===== src/rtl/truth_table_prober_pkg.sv =====
// truth_table_prober_pkg: shared state encoding, sizes and the row-to-bit mapping for the prober.
package truth_table_prober_pkg;
    typedef enum logic [1:0] {IDLE, SETTLE, SAMPLE, DONE} state_t;
    localparam int ROWS   = 8;
    localparam int CODE_W = 8;
    // row 000 lands in the MSB so the code reads like the gate name (e.g. 0xD6)
    function automatic logic [2:0] row_to_bit(input logic [2:0] r);
        return 3'(ROWS - 1) - r;
    endfunction
endpackage


===== src/rtl/probe_settle_timer.sv =====
// probe_settle_timer: loadable down-counter with a zero flag, paces how long each stimulus row is held.
module probe_settle_timer #(
    parameter int CNT_W = 8
) (
    input  logic             i_clk,
    input  logic             i_rst_n,
    input  logic             i_load,
    input  logic [CNT_W-1:0] i_load_val,
    input  logic             i_dec,
    output logic             o_zero
);
    logic [CNT_W-1:0] r_cnt;
    always_ff @(posedge i_clk or negedge i_rst_n)
        if (!i_rst_n)
            r_cnt <= '0;
        else if (i_load)
            r_cnt <= i_load_val;
        else if (i_dec && r_cnt != '0)
            r_cnt <= r_cnt - 1'b1;
    assign o_zero = (r_cnt == '0);
endmodule


===== src/rtl/truth_table_prober.sv =====
// truth_table_prober: sweeps all 3-input rows into a gate and rebuilds its 8-bit truth-table code.
// Optional result comparison ports are added when TRUTH_TABLE_PROBER_CHECK_EN is defined.
module truth_table_prober
    import truth_table_prober_pkg::*;
#(
    parameter int SETTLE_CYCLES = 4,
    parameter int CNT_W         = 8
) (
    input  logic              i_clk,
    input  logic              i_rst_n,
    input  logic              i_start,
    input  logic              i_dut_out,
    output logic [2:0]        o_stim,
    output logic              o_busy,
    output logic              o_done,
    output logic [CODE_W-1:0] o_code
`ifdef TRUTH_TABLE_PROBER_CHECK_EN
    ,
    input  logic [CODE_W-1:0] i_expected,
    output logic              o_pass,
    output logic [CODE_W-1:0] o_mismatch
`endif
);
    state_t            r_state, w_next;
    logic [2:0]        r_row;
    logic [CODE_W-1:0] r_code, w_code_smp;
    logic              w_start, w_last, w_zero, w_reload;

    assign w_start  = (r_state == IDLE) && i_start;
    assign w_last   = (r_row == 3'(ROWS - 1));
    assign w_reload = w_start || (r_state == SAMPLE && !w_last);

    probe_settle_timer #(.CNT_W(CNT_W)) u_timer (
        .i_clk      (i_clk),
        .i_rst_n    (i_rst_n),
        .i_load     (w_reload),
        .i_load_val (CNT_W'(SETTLE_CYCLES - 1)),
        .i_dec      (r_state == SETTLE),
        .o_zero     (w_zero)
    );

    always_comb begin
        w_next = r_state;
        case (r_state)
            IDLE:    if (i_start) w_next = SETTLE;
            SETTLE:  if (w_zero) w_next = SAMPLE;
            SAMPLE:  w_next = w_last ? DONE : SETTLE;
            default: w_next = IDLE;
        endcase
    end

    always_comb begin
        w_code_smp = r_code;
        w_code_smp[row_to_bit(r_row)] = i_dut_out;
    end

    // the row register doubles as the stimulus, so it returns to 000 on the way into DONE
    always_ff @(posedge i_clk or negedge i_rst_n)
        if (!i_rst_n) begin
            r_state <= IDLE;
            r_row   <= '0;
            r_code  <= '0;
        end else begin
            r_state <= w_next;
            if (w_start) begin
                r_row  <= '0;
                r_code <= '0;
            end else if (r_state == SAMPLE) begin
                r_code <= w_code_smp;
                r_row  <= w_last ? 3'd0 : r_row + 3'd1;
            end
        end

    assign o_stim = r_row;
    assign o_busy = (r_state == SETTLE) || (r_state == SAMPLE);
    assign o_done = (r_state == DONE);
    assign o_code = r_code;

`ifdef TRUTH_TABLE_PROBER_CHECK_EN
    logic [CODE_W-1:0] r_expected, r_mismatch;
    logic              r_pass;
    always_ff @(posedge i_clk or negedge i_rst_n)
        if (!i_rst_n) begin
            r_expected <= '0;
            r_pass     <= 1'b0;
            r_mismatch <= '0;
        end else if (w_start) begin
            r_expected <= i_expected;
            r_pass     <= 1'b0;
            r_mismatch <= '0;
        end else if (r_state == SAMPLE && w_last) begin
            r_pass     <= (w_code_smp == r_expected);
            r_mismatch <= w_code_smp ^ r_expected;
        end
    assign o_pass     = r_pass;
    assign o_mismatch = r_mismatch;
`endif
endmodule


===== config.mk =====
export PLATFORM = sky130hd
export DESIGN_NAME = truth_table_prober
export DESIGN_NICKNAME = d
export VERILOG_FILES = /design/src/rtl/truth_table_prober_pkg.sv /design/src/rtl/probe_settle_timer.sv /design/src/rtl/truth_table_prober.sv
export SDC_FILE = /design/constraint.sdc
export NUM_CORES = 1
export LEC_CHECK = 0
export CORE_ASPECT_RATIO = 0.6
export CORE_UTILIZATION = 42
export DETAILED_ROUTE_END_ITERATION = 7
export MAX_ROUTING_LAYER = met4
export SYNTH_ARGS = -nofsm -noshare
export SYNTH_HDL_FRONTEND = slang
export SYNTH_HIERARCHICAL = 1
export SYNTH_SLANG_ARGS = --single-unit
export TNS_END_PERCENT = 20

===== constraint.sdc =====
create_clock -name i_clk -period 2.5 [get_ports i_clk]
set_input_delay 0.25 -clock i_clk [delete_from_list [all_inputs] [get_ports i_clk]]
set_output_delay 0.25 -clock i_clk [all_outputs]
set_load 0.005 [all_outputs]

==> metrics.txt, run 1 <==
# TYPE chip_impl_metric gauge
chip_impl_metric{name="peak_per_stage_delay_on_the_critical_path",unit="ns"} 0.50
chip_impl_metric{name="drv_cap",unit=""} 0
chip_impl_metric{name="area_growth_syn_to_layout",unit="%"} 22.6
chip_impl_info{name="rr_endpoint",value="r_state[1]$_DFFE_PN0P_"} 1
chip_impl_metric{name="synthCells",unit=""} 128
chip_impl_metric{name="critical_path_arrival",unit="ns"} 2.39
chip_impl_metric{name="dieArea",unit="um^2"} 3340
chip_impl_metric{name="route.detailed.drc",unit=""} 0
chip_impl_info{name="critical_path.reg2reg.startpoint",value="u_timer/r_cnt[0]$_DFFE_PN0P_"} 1
chip_impl_metric{name="clock_skew",unit="ns"} 0.00389
chip_impl_metric{name="final_wtd_congestion",unit=""} 0.856
chip_impl_metric{name="drive_above_1_share",unit="%"} 12.3
chip_impl_metric{name="path_max_fanout",unit=""} 4
chip_impl_metric{name="largest_net_degree_at_the_start_of_global_routing",unit=""} 22
chip_impl_metric{name="post_synth_instance_area",unit="um^2"} 1300
chip_impl_metric{name="grt_pass1_vias",unit=""} 1030
chip_impl_metric{name="worstPathRequired",unit="ns"} 2.70
chip_impl_metric{name="finalMaxSlewViolations",unit=""} 0
chip_impl_metric{name="via_count",unit=""} 1094
chip_impl_info{name="crit_end",value="r_state[1]$_DFFE_PN0P_"} 1
chip_impl_metric{name="ys_types",unit=""} 45
chip_impl_metric{name="source_to_sink_clock_delay_at_the_later_pin_of_the_worst_skew_pair",unit="ns"} 0.26
chip_impl_metric{name="floorplan.io_pins",unit=""} 17
chip_impl_metric{name="synth-seq-cells",unit=""} 21
chip_impl_metric{name="reg2reg_slack",unit="ns"} 0.30
chip_impl_metric{name="post_cts_buffers",unit=""} 0
chip_impl_metric{name="floorplan.initialDensity",unit="%"} 44.8
chip_impl_metric{name="number_of_antenna_diodes",unit=""} 0
chip_impl_info{name="critical_path.startpoint_type",value="register"} 1
chip_impl_info{name="critical-path-slowest-cell",value="or4_1"} 1
chip_impl_metric{name="clock_buffer_count_from_cts",unit=""} 3
chip_impl_info{name="critical_path_class",value="register to register"} 1
chip_impl_metric{name="reg2reg_depth",unit=""} 7
chip_impl_metric{name="first_pass_grt_wire_length",unit="um"} 5150
chip_impl_info{name="critical_path.cell_chain",value="inv_1 -> ha_1 -> or3b_2 -> nor2_1 -> nor2b_4 -> or4_1 -> o21ai_1"} 1
chip_impl_metric{name="irDropWorstVdd",unit="V"} 0.000433
chip_impl_metric{name="chipWidth",unit="um"} 73.9
chip_impl_info{name="grt_setup_unrepaired",value="false"} 1
chip_impl_metric{name="cts_num_sinks",unit=""} 21
chip_impl_metric{name="floorplan.die.height",unit="um"} 45.2
chip_impl_info{name="run_status",value="finished, final reports clean"} 1
chip_impl_metric{name="fp.coreArea",unit="um^2"} 2910
chip_impl_metric{name="design.final.nets",unit=""} 167
chip_impl_metric{name="grt_antenna_before_repair",unit=""} 0
chip_impl_metric{name="wirelength_per_cell",unit="um"} 15.4
chip_impl_metric{name="cts-resized-gates",unit=""} 0
chip_impl_metric{name="drt_first_pass_iters",unit=""} 4
chip_impl_metric{name="drt_first_iter_violations",unit=""} 142
chip_impl_metric{name="static-leakage-power",unit="nW"} 0.710
chip_impl_metric{name="num-fill-cells",unit=""} 273
chip_impl_metric{name="max_slew.worst_pin.slew",unit="ns"} 0.874
chip_impl_metric{name="row_count",unit=""} 15
chip_impl_metric{name="hold_viol",unit=""} 0
chip_impl_info{name="ys_dominant_reg_cell",value="dfrtp_1"} 1
chip_impl_metric{name="remaining_number_of_nets_flagged_by_the_antenna_check_after_routing",unit=""} 0
chip_impl_metric{name="hold_ws",unit="ns"} 0.329
chip_impl_metric{name="finalWirelength",unit="um"} 3030
chip_impl_info{name="timing.critical_path.max_delay_family",value="simple AND/OR/NAND/NOR gates"} 1
chip_impl_metric{name="setup_total_negative_slack",unit="ns"} 0
chip_impl_metric{name="finalCriticalPeriod",unit="ns"} 2.20
chip_impl_metric{name="average_size_of_a_mapped_cell",unit="um^2"} 10.2
chip_impl_info{name="crit_path_end_kind",value="register"} 1
chip_impl_metric{name="clk_pin_slew",unit="ns"} 0.08
chip_impl_metric{name="dpl.hpwl",unit="um"} 2160
chip_impl_metric{name="count_of_flip_flops_with_a_built_in_enable_after_synthesis",unit=""} 0
chip_impl_metric{name="clock.fmax",unit="MHz"} 456
chip_impl_metric{name="number_of_buffers_on_the_longest_clock_path",unit=""} 2
chip_impl_info{name="root_buffer",value="clkbuf_8"} 1
chip_impl_metric{name="vias_cell",unit=""} 5.58
chip_impl_metric{name="report.final.setup_viol",unit=""} 0
chip_impl_metric{name="final.period_utilization",unit="%"} 87.8
chip_impl_metric{name="yosysWarnings",unit=""} 6
chip_impl_metric{name="timing.critical_path.buf_inv",unit=""} 1
chip_impl_metric{name="powerDensity",unit="nW/um^2"} 1110
chip_impl_metric{name="cts-hold-fix-buffers",unit=""} 0
chip_impl_metric{name="timing.critical_path.depth",unit=""} 7
chip_impl_metric{name="io_buffers",unit=""} 16
chip_impl_info{name="cts_tree",value="built"} 1
chip_impl_metric{name="h_tree_depth",unit=""} 1
chip_impl_metric{name="ys_seq_area_share",unit="%"} 40.3
chip_impl_metric{name="slew_headroom",unit="%"} 41.2
chip_impl_metric{name="global_router_s_overall_resource_usage",unit="%"} 22.0
chip_impl_metric{name="postSynth.asyncResetShare",unit="%"} 100
chip_impl_info{name="startpoint",value="u_timer/r_cnt[0]$_DFFE_PN0P_"} 1
chip_impl_metric{name="overflow",unit=""} 0
chip_impl_info{name="min_path_type",value="input port to asynchronous set/reset pin"} 1
[placed cells by master, fill, tap and decap left out, types with 2 or more instances in the layout]
cell type,count
a221o_1,2
conb_1,8
a31oi_1,2
mux2i_1,11
or4_1,4
clkdlybuf4s50_1,16
dfrtp_1,21
o21ai_0,3
clkbuf_8,3
nor2_1,17
a21oi_1,4
and4bb_2,2
nand2_1,2
ha_1,8
inv_1,5
nand3_1,2
nor3_1,3
nand4_1,3
nor3b_1,3
nor2b_1,2
nand4b_1,3
buf_4,7
[metrics by stage]
| step | cell area, um^2 | cells | worst slack (ns) | util (%) | power, mW |
|---|---|---|---|---|---|
| floorplan | 1330 | 134 | 0.496 | - | 1.21 |
| global placement | 1550 | 192 | 0.379 | 53.3 | 1.50 |
| detailed placement | 1550 | 192 | 0.338 | 53.3 | 1.53 |
| CTS | 1600 | 196 | 0.306 | 54.9 | 1.77 |
| global route | 1600 | 196 | 0.164 | 54.9 | 1.92 |
| finish | 1600 | 196 | 0.305 | 54.9 | 1.78 |
[cells by family (layout without fill, tap and decap cells)]
logic type / after synthesis / in the layout / synth area share, %
other: 2 / 8 / 0.576
buffers and inverters: 13 / 33 / 4.80
AOI/OAI and AO/OA: 24 / 24 / 13.7
adders and majority gates: 8 / 8 / 7.68
muxes: 11 / 11 / 8.45
and+or+nand+nor: 49 / 49 / 24.5
DFF: 21 / 21 / 40.3
[layout make-up]
| type | count | area, um^2 | area share [%] |
|---|---|---|---|
| clock buffers | 3 | 41.3 | 2.58 |
| clock inverters | 1 | 5.00 | 0.313 |
| inverters | 6 | 22.5 | 1.41 |
| multi-input cells | 100 | 738 | 46.2 |
| flip-flops and latches | 21 | 526 | 32.9 |
| well taps | 42 | 52.6 | 3.29 |
| repair buffers | 23 | 213 | 13.3 |
[registers in the layout, summed over array words and instances, names as in the netlist]
register,flops
o_stim,3
u_timer/r_cnt,8
r_state,2
o_code,8
[report_power, final]
group / switching (mW) / internal [mW] / leakage [nW] / total, mW
combinational: 0.485 / 0.468 / 0.415 / 0.953
clock: 0.118 / 0.111 / 0.0255 / 0.229
sequential: 0.133 / 0.463 / 0.270 / 0.596
[worst min path at each step]
stage                                from  depth (start not counted)  slack, ns                      endpoint
finish                            i_rst_n                          2       0.33  u_timer/r_cnt[1]$_DFFE_PN0P_
global route                      i_rst_n                          2       0.36         o_stim[0]$_DFFE_PN0P_
CTS                               i_rst_n                          2       0.34         o_stim[0]$_DFFE_PN0P_
detailed placement  o_code[5]$_DFFE_PN0P_                          2       0.51         o_code[5]$_DFFE_PN0P_
global placement    o_code[3]$_DFFE_PN0P_                          2       0.50         o_code[3]$_DFFE_PN0P_
floorplan                         i_rst_n                          0      -0.05         o_code[0]$_DFFE_PN0P_
[layer usage]
layer / up-vias / GRT usage [%] / share of wire (%) / routed length [um]
li1: 522 / - / - / -
met1: 538 / 32.4 / 52 / 1570
met2: 30 / 29.6 / 42 / 1280
met3: 4 / 5.36 / 5.0 / 151
met4: 0 / 6.15 / 0.83 / 25
met5: - / - / 0 / 0
[cell usage after synthesis, drive strengths merged (2+ instances only)]
cell | n | area (um^2)
nor3 | 3 | 15.0
ha | 8 | 100
or4 | 4 | 30.0
dfrtp | 21 | 526
buf | 4 | 28.8
a31oi | 2 | 12.5
clkbuf | 3 | 11.3
o21ai | 4 | 20.0
nand3 | 2 | 10.0
nand2 | 2 | 7.51
nor2b | 3 | 26.3
nor2 | 17 | 63.8
a211o | 2 | 18.8
nand4 | 3 | 18.8
or3b | 2 | 17.5
a221o | 2 | 20.0
and4bb | 3 | 37.5
conb | 2 | 7.51
mux2i | 11 | 110
inv | 5 | 18.8
nand4b | 3 | 26.3
nor3b | 3 | 22.5
a21oi | 4 | 20.0
Power figures use the tool's default switching activity.
==> inputs of run 2 (changes only) <==
--- a/config.mk
+++ b/config.mk
@@ -7,7 +7,9 @@
 export LEC_CHECK = 0
 export CORE_ASPECT_RATIO = 0.6
 export CORE_UTILIZATION = 42
+export CTS_BUF_LIST = sky130_fd_sc_hd__clkbuf_4 sky130_fd_sc_hd__clkbuf_8 sky130_fd_sc_hd__clkbuf_16
 export DETAILED_ROUTE_END_ITERATION = 7
+export GPL_TIMING_DRIVEN = 0
 export MAX_ROUTING_LAYER = met4
 export SYNTH_ARGS = -nofsm -noshare
 export SYNTH_HDL_FRONTEND = slang
==> metrics.txt, run 2 (same netlist as run 1, synthesis figures left out) <==
# TYPE chip_impl_metric gauge
chip_impl_metric{name="design.final.nets",unit=""} 166
chip_impl_info{name="min_from",value="i_dut_out"} 1
chip_impl_metric{name="max_slew.worst_pin.slew",unit="ns"} 1.00
chip_impl_metric{name="overflow",unit=""} 0
chip_impl_metric{name="slew_headroom",unit="%"} 32.9
chip_impl_metric{name="number_of_antenna_diodes",unit=""} 0
chip_impl_info{name="min_path_type",value="input port to register"} 1
chip_impl_metric{name="static-leakage-power",unit="nW"} 0.695
chip_impl_metric{name="drive_above_1_share",unit="%"} 10.5
chip_impl_info{name="critical_path.cell_chain",value="inv_1 -> ha_1 -> buf_4 -> a21o_1 -> clkinv_1 -> o311a_1 -> a221o_1"} 1
chip_impl_info{name="critical_path.startpoint_type",value="register"} 1
chip_impl_metric{name="path_max_fanout",unit=""} 10
chip_impl_metric{name="cts_num_sinks",unit=""} 21
chip_impl_metric{name="worstPathRequired",unit="ns"} 2.65
chip_impl_metric{name="setup_total_negative_slack",unit="ns"} 0
chip_impl_info{name="root_buffer",value="clkbuf_8"} 1
chip_impl_metric{name="clock_skew",unit="ns"} 0.00239
chip_impl_metric{name="drt_first_iter_violations",unit=""} 84
chip_impl_metric{name="final.period_utilization",unit="%"} 89.5
chip_impl_metric{name="drv_cap",unit=""} 0
chip_impl_metric{name="fp.coreArea",unit="um^2"} 2910
chip_impl_metric{name="drt_first_pass_iters",unit=""} 4
chip_impl_metric{name="vias_cell",unit=""} 5.26
chip_impl_metric{name="holdPathStages",unit=""} 3
chip_impl_metric{name="source_to_sink_clock_delay_at_the_later_pin_of_the_worst_skew_pair",unit="ns"} 0.26
chip_impl_metric{name="io_buffers",unit=""} 15
chip_impl_info{name="run_status",value="finished, final reports clean"} 1
chip_impl_metric{name="floorplan.io_pins",unit=""} 17
chip_impl_metric{name="dieArea",unit="um^2"} 3340
chip_impl_metric{name="finalMaxSlewViolations",unit=""} 0
chip_impl_metric{name="timing.critical_path.buf_inv",unit=""} 3
chip_impl_metric{name="h_tree_depth",unit=""} 1
chip_impl_info{name="hold-path-endpoint",value="o_code[2]$_DFFE_PN0P_"} 1
chip_impl_metric{name="peak_per_stage_delay_on_the_critical_path",unit="ns"} 0.43
chip_impl_info{name="critical-path-slowest-cell",value="dfrtp_1"} 1
chip_impl_metric{name="report.final.setup_viol",unit=""} 0
chip_impl_metric{name="clk_pin_slew",unit="ns"} 0.08
chip_impl_metric{name="final.setup.worst_slack",unit="ns"} 0.263
chip_impl_metric{name="row_count",unit=""} 15
chip_impl_metric{name="remaining_number_of_nets_flagged_by_the_antenna_check_after_routing",unit=""} 0
chip_impl_metric{name="clock_buffer_count_from_cts",unit=""} 3
chip_impl_metric{name="largest_net_degree_at_the_start_of_global_routing",unit=""} 22
chip_impl_metric{name="critical_path_arrival",unit="ns"} 2.38
chip_impl_metric{name="powerDensity",unit="nW/um^2"} 1110
chip_impl_metric{name="first_pass_grt_wire_length",unit="um"} 4510
chip_impl_metric{name="finalWirelength",unit="um"} 2850
chip_impl_metric{name="irDropWorstVdd",unit="V"} 0.000429
chip_impl_metric{name="area_growth_syn_to_layout",unit="%"} 21.0
chip_impl_metric{name="global_router_s_overall_resource_usage",unit="%"} 19.1
chip_impl_metric{name="route.detailed.drc",unit=""} 0
chip_impl_info{name="leading_cell_type_in_the_layout_fill_and_taps_excluded",value="dfrtp_1"} 1
chip_impl_info{name="crit_path_end_kind",value="register"} 1
chip_impl_info{name="critical_path.reg2reg.startpoint",value="r_state[0]$_DFFE_PN0P_"} 1
chip_impl_metric{name="post_cts_buffers",unit=""} 0
chip_impl_metric{name="clock.fmax",unit="MHz"} 447
chip_impl_metric{name="grt_pass1_vias",unit=""} 898
chip_impl_metric{name="reg2reg_depth",unit=""} 7
chip_impl_info{name="cts_tree",value="built"} 1
chip_impl_metric{name="reg2reg_slack",unit="ns"} 0.26
chip_impl_info{name="grt_setup_unrepaired",value="false"} 1
chip_impl_metric{name="hold_viol",unit=""} 0
chip_impl_metric{name="chipWidth",unit="um"} 73.9
chip_impl_metric{name="number_of_buffers_on_the_longest_clock_path",unit=""} 2
chip_impl_info{name="most-common-layout-cells",value="dfrtp_1 (21), nor2_1 (17), clkdlybuf4s50_1 (15)"} 1
chip_impl_metric{name="cts-hold-fix-buffers",unit=""} 0
chip_impl_metric{name="finalCriticalPeriod",unit="ns"} 2.24
chip_impl_metric{name="wirelength_per_cell",unit="um"} 14.6
chip_impl_metric{name="grt_antenna_before_repair",unit=""} 0
chip_impl_metric{name="floorplan.initialDensity",unit="%"} 44.8
chip_impl_metric{name="cts-resized-gates",unit=""} 0
chip_impl_info{name="rr_endpoint",value="u_timer/r_cnt[7]$_DFFE_PN0P_"} 1
chip_impl_metric{name="floorplan.die.height",unit="um"} 45.2
chip_impl_metric{name="via_count",unit=""} 1026
chip_impl_metric{name="fin_util",unit="%"} 54.2
chip_impl_info{name="critical_path_class",value="register to register"} 1
chip_impl_metric{name="dpl.hpwl",unit="um"} 1990
chip_impl_metric{name="placement.setup.worst_slack",unit="ns"} 0.311
chip_impl_info{name="timing.critical_path.max_delay_family",value="compound AO/OA/AOI/OAI gates"} 1
chip_impl_metric{name="final_wtd_congestion",unit=""} 0.876
run 2: changes by cell type in the layout (fill, tap and decap cells not counted), sizes merged:
cell | previous run | this run
buf | 7 | 4
clkbuf | 3 | 7
clkinv | 2 | 1
clkdlybuf4s50 | 16 | 15
run 2: worst reg2reg max path, cell delays in order (launching register included):
cell and delay [ns]:
dfrtp_1 0.43, inv_1 0.13, ha_1 0.29, buf_4 0.23, a21o_1 0.25, clkinv_1 0.30, o311a_1 0.22, a221o_1 0.27
run 2: worst max-delay path by stage:
stage | from | endpoint | slack, ns | cells after the start
after detailed placement | r_state[0]$_DFFE_PN0P_ | u_timer/r_cnt[7]$_DFFE_PN0P_ | 0.31 | 7
final | r_state[0]$_DFFE_PN0P_ | u_timer/r_cnt[7]$_DFFE_PN0P_ | 0.26 | 7
after global placement | u_timer/r_cnt[0]$_DFFE_PN0P_ | r_state[1]$_DFFE_PN0P_ | 0.34 | 7
after global routing | r_state[0]$_DFFE_PN0P_ | u_timer/r_cnt[7]$_DFFE_PN0P_ | 0.15 | 7
after floorplan | u_timer/r_cnt[0]$_DFFE_PN0P_ | r_state[1]$_DFFE_PN0P_ | 0.50 | 7
after CTS | u_timer/r_cnt[0]$_DFFE_PN0P_ | r_state[1]$_DFFE_PN0P_ | 0.29 | 7
run 2: per-stage QoR:
| stage | total power, mW | cells | hold slack (ns) | instance area, um^2 |
|---|---|---|---|---|
| floorplan | 1.21 | 134 | -0.0456 | 1330 |
| global placement | 1.47 | 191 | 0.506 | 1530 |
| detailed placement | 1.50 | 191 | 0.515 | 1530 |
| CTS | 1.75 | 195 | 0.417 | 1580 |
| global route | 1.88 | 195 | 0.458 | 1580 |
| finish | 1.75 | 195 | 0.421 | 1580 |
run 2: where the power goes:
| group | leakage (nW) | switching (mW) | internal, mW | total (mW) |
|---|---|---|---|---|
| clock | 0.0262 | 0.114 | 0.124 | 0.238 |
| combinational | 0.400 | 0.468 | 0.445 | 0.913 |
| sequential | 0.270 | 0.136 | 0.463 | 0.599 |
run 2: final cells by class:
class | instances | area (um^2)
buffer | 7 | 40.0
multi-input combinational | 100 | 738
timing repair buffer | 15 | 150
clock buffer | 4 | 48.8
inverter | 6 | 22.5
sequential | 21 | 526
fill | 267 | 1330
tap | 42 | 52.6
run 2: layer usage:
layer	GRT usage, %	part of all wire, %	up-vias
met2	24.0	37	30
met5	-	0	-
met4	2.31	0	0
met1	30.2	57	478
li1	-	-	518
met3	5.36	5.7	0
==> inputs of run 3 (changes only) <==
--- a/config.mk
+++ b/config.mk
@@ -9,6 +9,7 @@
 export CORE_UTILIZATION = 42
 export CTS_BUF_LIST = sky130_fd_sc_hd__clkbuf_4 sky130_fd_sc_hd__clkbuf_8 sky130_fd_sc_hd__clkbuf_16
 export DETAILED_ROUTE_END_ITERATION = 7
+export GPL_ROUTABILITY_DRIVEN = 0
 export GPL_TIMING_DRIVEN = 0
 export MAX_ROUTING_LAYER = met4
 export SYNTH_ARGS = -nofsm -noshare
==> constraint.sdc (replaced) <==
create_clock -name i_clk -period 2.7 [get_ports i_clk]
set_input_delay 0.27 -clock i_clk [delete_from_list [all_inputs] [get_ports i_clk]]
set_output_delay 0.27 -clock i_clk [all_outputs]
set_load 0.005 [all_outputs]
==> results of run 3 <==
Same layout as run 2 (identical final DEF). Status: finished, final reports clean.
Among the figures that moved: setup slack after placement 0.311 ns -> 0.511 ns; setup slack after layout 0.263 ns -> 0.463 ns; hold slack 0.421 ns -> 0.441 ns; register-to-register setup slack 0.26 ns -> 0.46 ns; total power 1.75 mW -> 1.62 mW; worst IR drop on VDD 0.000429 V -> 0.000397 V
